### src/rtl/writeback_regfile_pkg.sv
// Shared register-file constants and MIPS register aliases for the writeback stage and hazard logic.
package writeback_regfile_pkg;

    localparam int NUM_REGS  = 32;
    localparam int REG_IDX_W = 5;

    localparam logic [REG_IDX_W-1:0] ZERO_REG = 5'd0;

    localparam logic [REG_IDX_W-1:0] REG_AT = 5'd1;
    localparam logic [REG_IDX_W-1:0] REG_V0 = 5'd2;
    localparam logic [REG_IDX_W-1:0] REG_V1 = 5'd3;
    localparam logic [REG_IDX_W-1:0] REG_A0 = 5'd4;
    localparam logic [REG_IDX_W-1:0] REG_GP = 5'd28;
    localparam logic [REG_IDX_W-1:0] REG_SP = 5'd29;
    localparam logic [REG_IDX_W-1:0] REG_FP = 5'd30;
    localparam logic [REG_IDX_W-1:0] REG_RA = 5'd31;

    function automatic logic is_zero_reg(input logic [REG_IDX_W-1:0] idx);
        return idx == ZERO_REG;
    endfunction

endpackage

### src/rtl/writeback_regfile_regfile_2r1w.sv
// 32-entry, two-read one-write register file with async clear, hardwired r0
// and same-cycle write-through bypass on both read ports.
module regfile_2r1w
    import writeback_regfile_pkg::*;
#(
    parameter int WIDTH = 32
) (
    input  logic                 clk,
    input  logic                 rst_n,
    input  logic                 i_we,
    input  logic [REG_IDX_W-1:0] i_waddr,
    input  logic [WIDTH-1:0]     i_wdata,
    input  logic [REG_IDX_W-1:0] i_raddr1,
    input  logic [REG_IDX_W-1:0] i_raddr2,
    output logic [WIDTH-1:0]     o_rdata1,
    output logic [WIDTH-1:0]     o_rdata2
);

    logic [WIDTH-1:0]     r_regs [NUM_REGS];
    logic                 w_we_eff;
    logic [REG_IDX_W-1:0] w_raddr [2];
    logic [WIDTH-1:0]     w_rdata [2];

    // i_we gates the address compare, so an X index is harmless while idle.
    assign w_we_eff = i_we && !is_zero_reg(i_waddr);

    always_ff @(posedge clk or negedge rst_n) begin
        if (!rst_n) begin
            for (int i = 0; i < NUM_REGS; i++) begin
                r_regs[i] <= '0;
            end
        end else if (w_we_eff) begin
            r_regs[i_waddr] <= i_wdata;
        end
    end

    assign w_raddr[0] = i_raddr1;
    assign w_raddr[1] = i_raddr2;

    genvar gi;
    generate
        for (gi = 0; gi < 2; gi++) begin : g_rport
            assign w_rdata[gi] = is_zero_reg(w_raddr[gi])                ? '0      :
                                 (i_we && (i_waddr == w_raddr[gi]))      ? i_wdata :
                                                                           r_regs[w_raddr[gi]];
        end
    endgenerate

    assign o_rdata1 = w_rdata[0];
    assign o_rdata2 = w_rdata[1];

endmodule

### src/rtl/writeback_regfile.sv
// Writeback stage: selects the W-stage result, commits it to the register file,
// and keeps a retire counter plus last-write capture for debug.
module writeback_regfile
    import writeback_regfile_pkg::*;
#(
    parameter int WIDTH = 32,
    parameter int CNT_W = 32
) (
    input  logic                 clk,
    input  logic                 rst_n,
    input  logic                 RegWriteW,
    input  logic                 MemtoRegW,
    input  logic [WIDTH-1:0]     ALUOutW,
    input  logic [WIDTH-1:0]     ReadDataW,
    input  logic [REG_IDX_W-1:0] WriteRegW,
    input  logic [REG_IDX_W-1:0] A1,
    input  logic [REG_IDX_W-1:0] A2,
    output logic [WIDTH-1:0]     RD1,
    output logic [WIDTH-1:0]     RD2,
    output logic [WIDTH-1:0]     ResultW,
    output logic [CNT_W-1:0]     RetireCount,
    output logic [REG_IDX_W-1:0] LastWriteReg,
    output logic [WIDTH-1:0]     LastWriteData
);

    logic [WIDTH-1:0]     w_result;
    logic                 w_commit;
    logic [CNT_W-1:0]     r_retire_count;
    logic [REG_IDX_W-1:0] r_last_reg;
    logic [WIDTH-1:0]     r_last_data;

    assign w_result = MemtoRegW ? ReadDataW : ALUOutW;
    assign w_commit = RegWriteW && !is_zero_reg(WriteRegW);

    regfile_2r1w #(
        .WIDTH (WIDTH)
    ) u_regfile (
        .clk      (clk),
        .rst_n    (rst_n),
        .i_we     (RegWriteW),
        .i_waddr  (WriteRegW),
        .i_wdata  (w_result),
        .i_raddr1 (A1),
        .i_raddr2 (A2),
        .o_rdata1 (RD1),
        .o_rdata2 (RD2)
    );

    // Writes to r0 still count as retired instructions but are not captured.
    always_ff @(posedge clk or negedge rst_n) begin
        if (!rst_n) begin
            r_retire_count <= '0;
            r_last_reg     <= '0;
            r_last_data    <= '0;
        end else begin
            if (RegWriteW) begin
                r_retire_count <= r_retire_count + 1'b1;
            end
            if (w_commit) begin
                r_last_reg  <= WriteRegW;
                r_last_data <= w_result;
            end
        end
    end

    assign ResultW       = w_result;
    assign RetireCount   = r_retire_count;
    assign LastWriteReg  = r_last_reg;
    assign LastWriteData = r_last_data;

endmodule

### config.mk
export PLATFORM = sky130hd
export DESIGN_NAME = writeback_regfile
export DESIGN_NICKNAME = d
export VERILOG_FILES = /design/src/rtl/writeback_regfile_pkg.sv /design/src/rtl/writeback_regfile_regfile_2r1w.sv /design/src/rtl/writeback_regfile.sv
export SDC_FILE = /design/constraint.sdc
export NUM_CORES = 2
export LEC_CHECK = 0
export CAP_MARGIN = 30
export CORE_AREA = 2 2 440 355
export DETAILED_ROUTE_END_ITERATION = 10
export DIE_AREA = 0 0 442 357
export SLEW_MARGIN = 10
export SYNTH_ARGS = -nofsm -noshare
export SYNTH_HDL_FRONTEND = slang
export SYNTH_HIERARCHICAL = 1
export SYNTH_SLANG_ARGS = --single-unit
### constraint.sdc
create_clock -name clk -period 2.1 [get_ports clk]
set_clock_uncertainty 0.1 [all_clocks]
set_input_delay 0.315 -clock clk [delete_from_list [all_inputs] [get_ports clk]]
set_output_delay 0.315 -clock clk [all_outputs]
set_load 0.005 [all_outputs]
Word-level counts from Yosys, hierarchy flattened --
Index checks and enable logic that the tools add are counted.
Storage, ports and cells: input port bits 83, flip-flop bits (word level) 1093
Cells by class: add/sub/neg operators 1, reductions and logical operators 8, bitwise logic cells 3, $lt $le $gt $ge 4, eq/ne operators 2, muxes and demuxes 14
Operators with widths (count):
- $bwmux W1024 | 1
- $bmux W32 S5 | 2
- $mux W32 | 10
- $demux W32 S5 | 1
- $add A32 B1 Y32 const B | 1
- $ge A6 B6 Y1 const B | 3
- $not A5 Y6 | 3
- $logic_not A5 Y1 | 3
- $eq A5 B5 Y1 | 2
- $lt A6 B1 Y1 const B | 1
- $logic_and A1 B1 Y1 | 4
- $logic_not A1 Y1 | 1

Longest topological paths before layout --
depth after elaboration 6, mapped depth 9, mapped depth without buffers 5

Hierarchy --
The synthesis kept the hierarchy.
Modules (own cells, without submodules):
- regfile_2r1w | area an instance 54815.1 um2, cells each 3787, seq. area each 25624.6 um2, times used 1
- writeback_regfile | area an instance 3198.1 um2, cells each 249, seq. area each 1726.7 um2, times used 1

Worst setup path before layout --
OpenSTA, ideal clock, no wires.
kind input-to-output, from input port A1[0], to output port RD1[10], slack -0.218 ns, arrival time 1.903 ns, data required time 1.685 ns, stages 9, cell sequence buf_2 buf_6 buf_2 buf_2 mux2i_1 o22ai_1 a211oi_1 o21ai_0 a32o_1
Between the ends: cells in the longest elaborated chain, start to end 6, elaborated cells between the ends (all ways) 9, those cells by class 1 x eq/ne; 5 x mux; 1 x bitwise; 2 x reduce/logical
Ends and longest elaborated chain:
- start, declared | line writeback_regfile.sv:16 | input logic [REG_IDX_W-1:0] A1,
- $not A5 Y6 (not written as such) | line writeback_regfile_regfile_2r1w.sv:45 | r_regs[w_raddr[gi]];
- $bmux W32 S5 | line writeback_regfile_regfile_2r1w.sv:45
- $mux W32 (not written as such) (2 in series) | line writeback_regfile_regfile_2r1w.sv:45
- $mux W32 | line writeback_regfile_regfile_2r1w.sv:44 | (i_we && (i_waddr == w_raddr[gi])) ? i_wdata :
- $mux W32 * | line writeback_regfile_regfile_2r1w.sv:43 | assign w_rdata[gi] = is_zero_reg(w_raddr[gi]) ? '0 :
- end, declared | line writeback_regfile.sv:18 | output logic [WIDTH-1:0] RD1,
Every way passes the cells marked *; elsewhere a longest branch is shown, timed or not. The select of a mux whose other input is x is not followed.

Final worst setup path --
from register u_regfile/r_regs[909] (netlist bit), to output port RD2[13]
Between the ends: cells in the longest elaborated chain, start to end 5
Ends and longest elaborated chain:
- start, declared | line writeback_regfile_regfile_2r1w.sv:19 | logic [WIDTH-1:0] r_regs [NUM_REGS];
- start signal, assigned by index | line writeback_regfile_regfile_2r1w.sv:33 | r_regs[i_waddr] <= i_wdata;
- $bmux W32 S5 | line writeback_regfile_regfile_2r1w.sv:45
- $mux W32 (not written as such) (2 in series) | line writeback_regfile_regfile_2r1w.sv:45
- $mux W32 | line writeback_regfile_regfile_2r1w.sv:44
- $mux W32 | line writeback_regfile_regfile_2r1w.sv:43
- end, declared | line writeback_regfile.sv:19 | output logic [WIDTH-1:0] RD2,
No other way between the ends. The select of a mux whose other input is x is not followed.

==> impl_metrics.json <==
{
  "status": "finished, violations left",
  "violations": "negative setup slack",
  "synthMuxAreaShare_pct": 40.7,
  "num_rows": 129,
  "cts_buffers": 116,
  "p_per_area_mw_per_mm2": 879,
  "cp_max_fo": 3,
  "synth_area_per_cell_um2": 14.4,
  "wire_per_inst_um": 31.7,
  "yosys.cell_types.count": 61,
  "dpl_cell_area_mm2": 0.0702,
  "dp_hpwl_um": 154000,
  "ys_async_sr_fraction_pct": 100,
  "die_area_mm2": 0.158,
  "synthCells": 4036,
  "die_h_um": 357,
  "cts_root_buffer": "clkbuf_16",
  "synth-xor-area-share_pct": 0.619,
  "cts_buffer_depth": 3,
  "worstSetupPathType": "flop to primary output",
  "min_period_ps": 3060,
  "cts_tree": "built",
  "grt_pass1_vias": 43900,
  "gp_congestion": 0.899,
  "final_layout_size_suffix_gt1_share_pct": 58.8,
  "startpoint_type": "flop",
  "floorplan.initialDensity_pct": 37.8,
  "arrival_ps": 2650,
  "ys_ff_latch": 1093,
  "dr.pass1.iters": 5,
  "via_per_inst": 6.01,
  "rsz0062_at_grt": "yes",
  "syn_nets": 4120,
  "cts.clk_slew.worst_paths_ps": 60,
  "grt.overflow.total": 0,
  "slew_headroom_pct": 25.6,
  "synth_edf_count": 0,
  "routed_wl_um": 224000,
  "synthAdderAreaFrac_pct": 0.0216,
  "core-area_mm2": 0.153,
  "setup_slack_ps": -961,
  "portBuffers": 247,
  "endpoint_kind": "primary output",
  "drtAntennaViolNets": 0,
  "synth_top_cell_area_share_pct": 47.1,
  "syn_to_final_growth_pct": 31.2,
  "final_cell_mix": "dfrtp_1, mux2_2, buf_4",
  "drv_cap": 0,
  "drc": 0,
  "vias": 42400,
  "grt_antenna_before_repair": 6,
  "ys_warn_count": 6,
  "worst_ep_required_time_ps": 1680,
  "setup_viol": 64,
  "synth_area_leaders": "dfrtp_1, mux2_2, mux4_2",
  "grt_pass1_wl_um": 325000,
  "synth_top_family_by_area": "multiplexers",
  "ys.flop_type": "dfrtp_1",
  "hold_path_class": "input port to async pin",
  "timing.setup.tns_ps": -46730,
  "synth_compound_area_share_pct": 5.57,
  "grt_use_total_pct": 28.3,
  "yosys.area.top_type": "dfrtp_1",
  "clkSinkCount": 1093,
  "design_area_mm2": 0.0761,
  "insertion_delay_ps": 730,
  "die_w_um": 442,
  "synth-simple-area-share_pct": 2.31,
  "final_util_pct": 49.6,
  "power_leakage_nw": 33.9,
  "hold_violations": 0,
  "tightest_slew_ps": 1110,
  "layout.nets": 5027,
  "ios": 248,
  "final_common_cell": "dfrtp_1",
  "htreeDepth": 3,
  "vdd_ir_drop_max_mv": 0.696,
  "crit_start": "u_regfile/r_regs[909]",
  "ys_seq_area_share_pct": 47.1,
  "power.total_mw": 66.9,
  "final.period_utilization_pct": 146,
  "place_ws_ps": -1480,
  "detail_route.iter0.violations": 4100,
  "slew_viol_final": 0,
  "worst_r2r_startpoint": "RetireCount[4]",
  "max_freq_ghz": 0.327,
  "synth_area_mm2": 0.0580,
  "grt_max_degree": 100
}
-- power by group --
part / internal (mW) / switching (mW) / total (mW) / leakage, nW
Clock: 12.1 / 8.99 / 21.0 / 1.88
Combinational: 10.5 / 7.21 / 17.7 / 18.0
Sequential: 25.2 / 2.90 / 28.1 / 14.0
-- final timing paths --
check	slack [ps]	endpoint	cells past startpoint
min reg2reg	300	u_regfile/r_regs[1017]	0
min	130	u_regfile/r_regs[911]	3
max	-960	RD2[13]	4
min in group clk	150	u_regfile/r_regs[737]	4
max reg2reg	270	RetireCount[27]	5
max in group asynchronous	850	u_regfile/r_regs[748]	3
-- flip-flops by register name, summed over array words and instances (netlist names) --
| signal | cells |
|---|---|
| LastWriteData | 32 |
| LastWriteReg | 5 |
| u_regfile/r_regs | 1024 |
| RetireCount | 32 |
-- Yosys cell counts (all sizes together) (2+ instances only) --
library cell / n
a32o: 32
o21ai: 52
o311ai: 2
o211a: 2
nor4: 5
nand3: 35
a21boi: 3
nor3: 15
a31oi: 7
o221ai: 32
nor2b: 3
nor3b: 6
and2: 6
and3: 3
nor2: 64
nand4: 14
or3b: 2
o211ai: 6
a211o: 10
mux4: 396
a221o: 14
xnor2: 37
buf: 225
mux2: 1058
xor2: 4
a21o: 2
dfrtp: 1093
inv: 4
o2111ai: 14
a22oi: 127
and4: 2
and3b: 2
o22ai: 31
clkbuf: 215
o221a: 4
nand2: 117
mux2i: 278
or2: 3
a221oi: 10
o2111a: 3
nand3b: 5
a211oi: 32
a21oi: 55
-- critical path: stages (launching register included) --
cell	delay, ps
dfrtp_1	420
mux4_2	490
mux4_2	480
a221o_1	360
buf_2	150
-- area by class of cell --
class	count	area, um2
Sequential cell	1093	27400
Fill cell	13200	77400
Timing Repair Buffer	1229	12300
Clock buffer	180	3480
Tap cell	2030	2540
Multi-Input combinational cell	2498	30000
Antenna cell	2	5.00
Clock inverter	31	355
Inverter	5	18.8
-- metrics by stage --
step                      cells  hold WS, ps
after floorplan            4036        -80.6
after detailed placement   6762         89.1
after global placement     6762         87.9
final                      7068          131
after CTS                  7056         98.5
after global routing       7067          120
-- cell families (layout without fill, tap and decap cells) --
family                     Yosys count  count (layout)
AOI/OAI and AO/OA                  439             439
xor gates and xnor gates            41              41
adders and majority gates            1               1
buffers and inverters              445            1445
DFF                               1093            1093
muxes                             1732            1732
other                                0               2
and+or+nand+nor                    285             285
-- routing by layer --
layer | up-vias | global-route usage (%) | share of wire (%)
met4 | 0 | 11.3 | 4.6
li1 | 17400 | - | -
met5 | - | 0 | 0
met1 | 22800 | 38.9 | 43
met2 | 1776 | 44.1 | 46
met3 | 469 | 5.68 | 7.2
-- repair_timing --
item	CTS	global route
buffers inserted	95	16
hold endpoints to repair	1093	0
cloned	6	0
gates resized for setup	607	93
hold buffers	2	0
endpoints found under the setup margin	250	134
pin swaps	183	89
No activity file was read; power rests on OpenSTA's default activity.
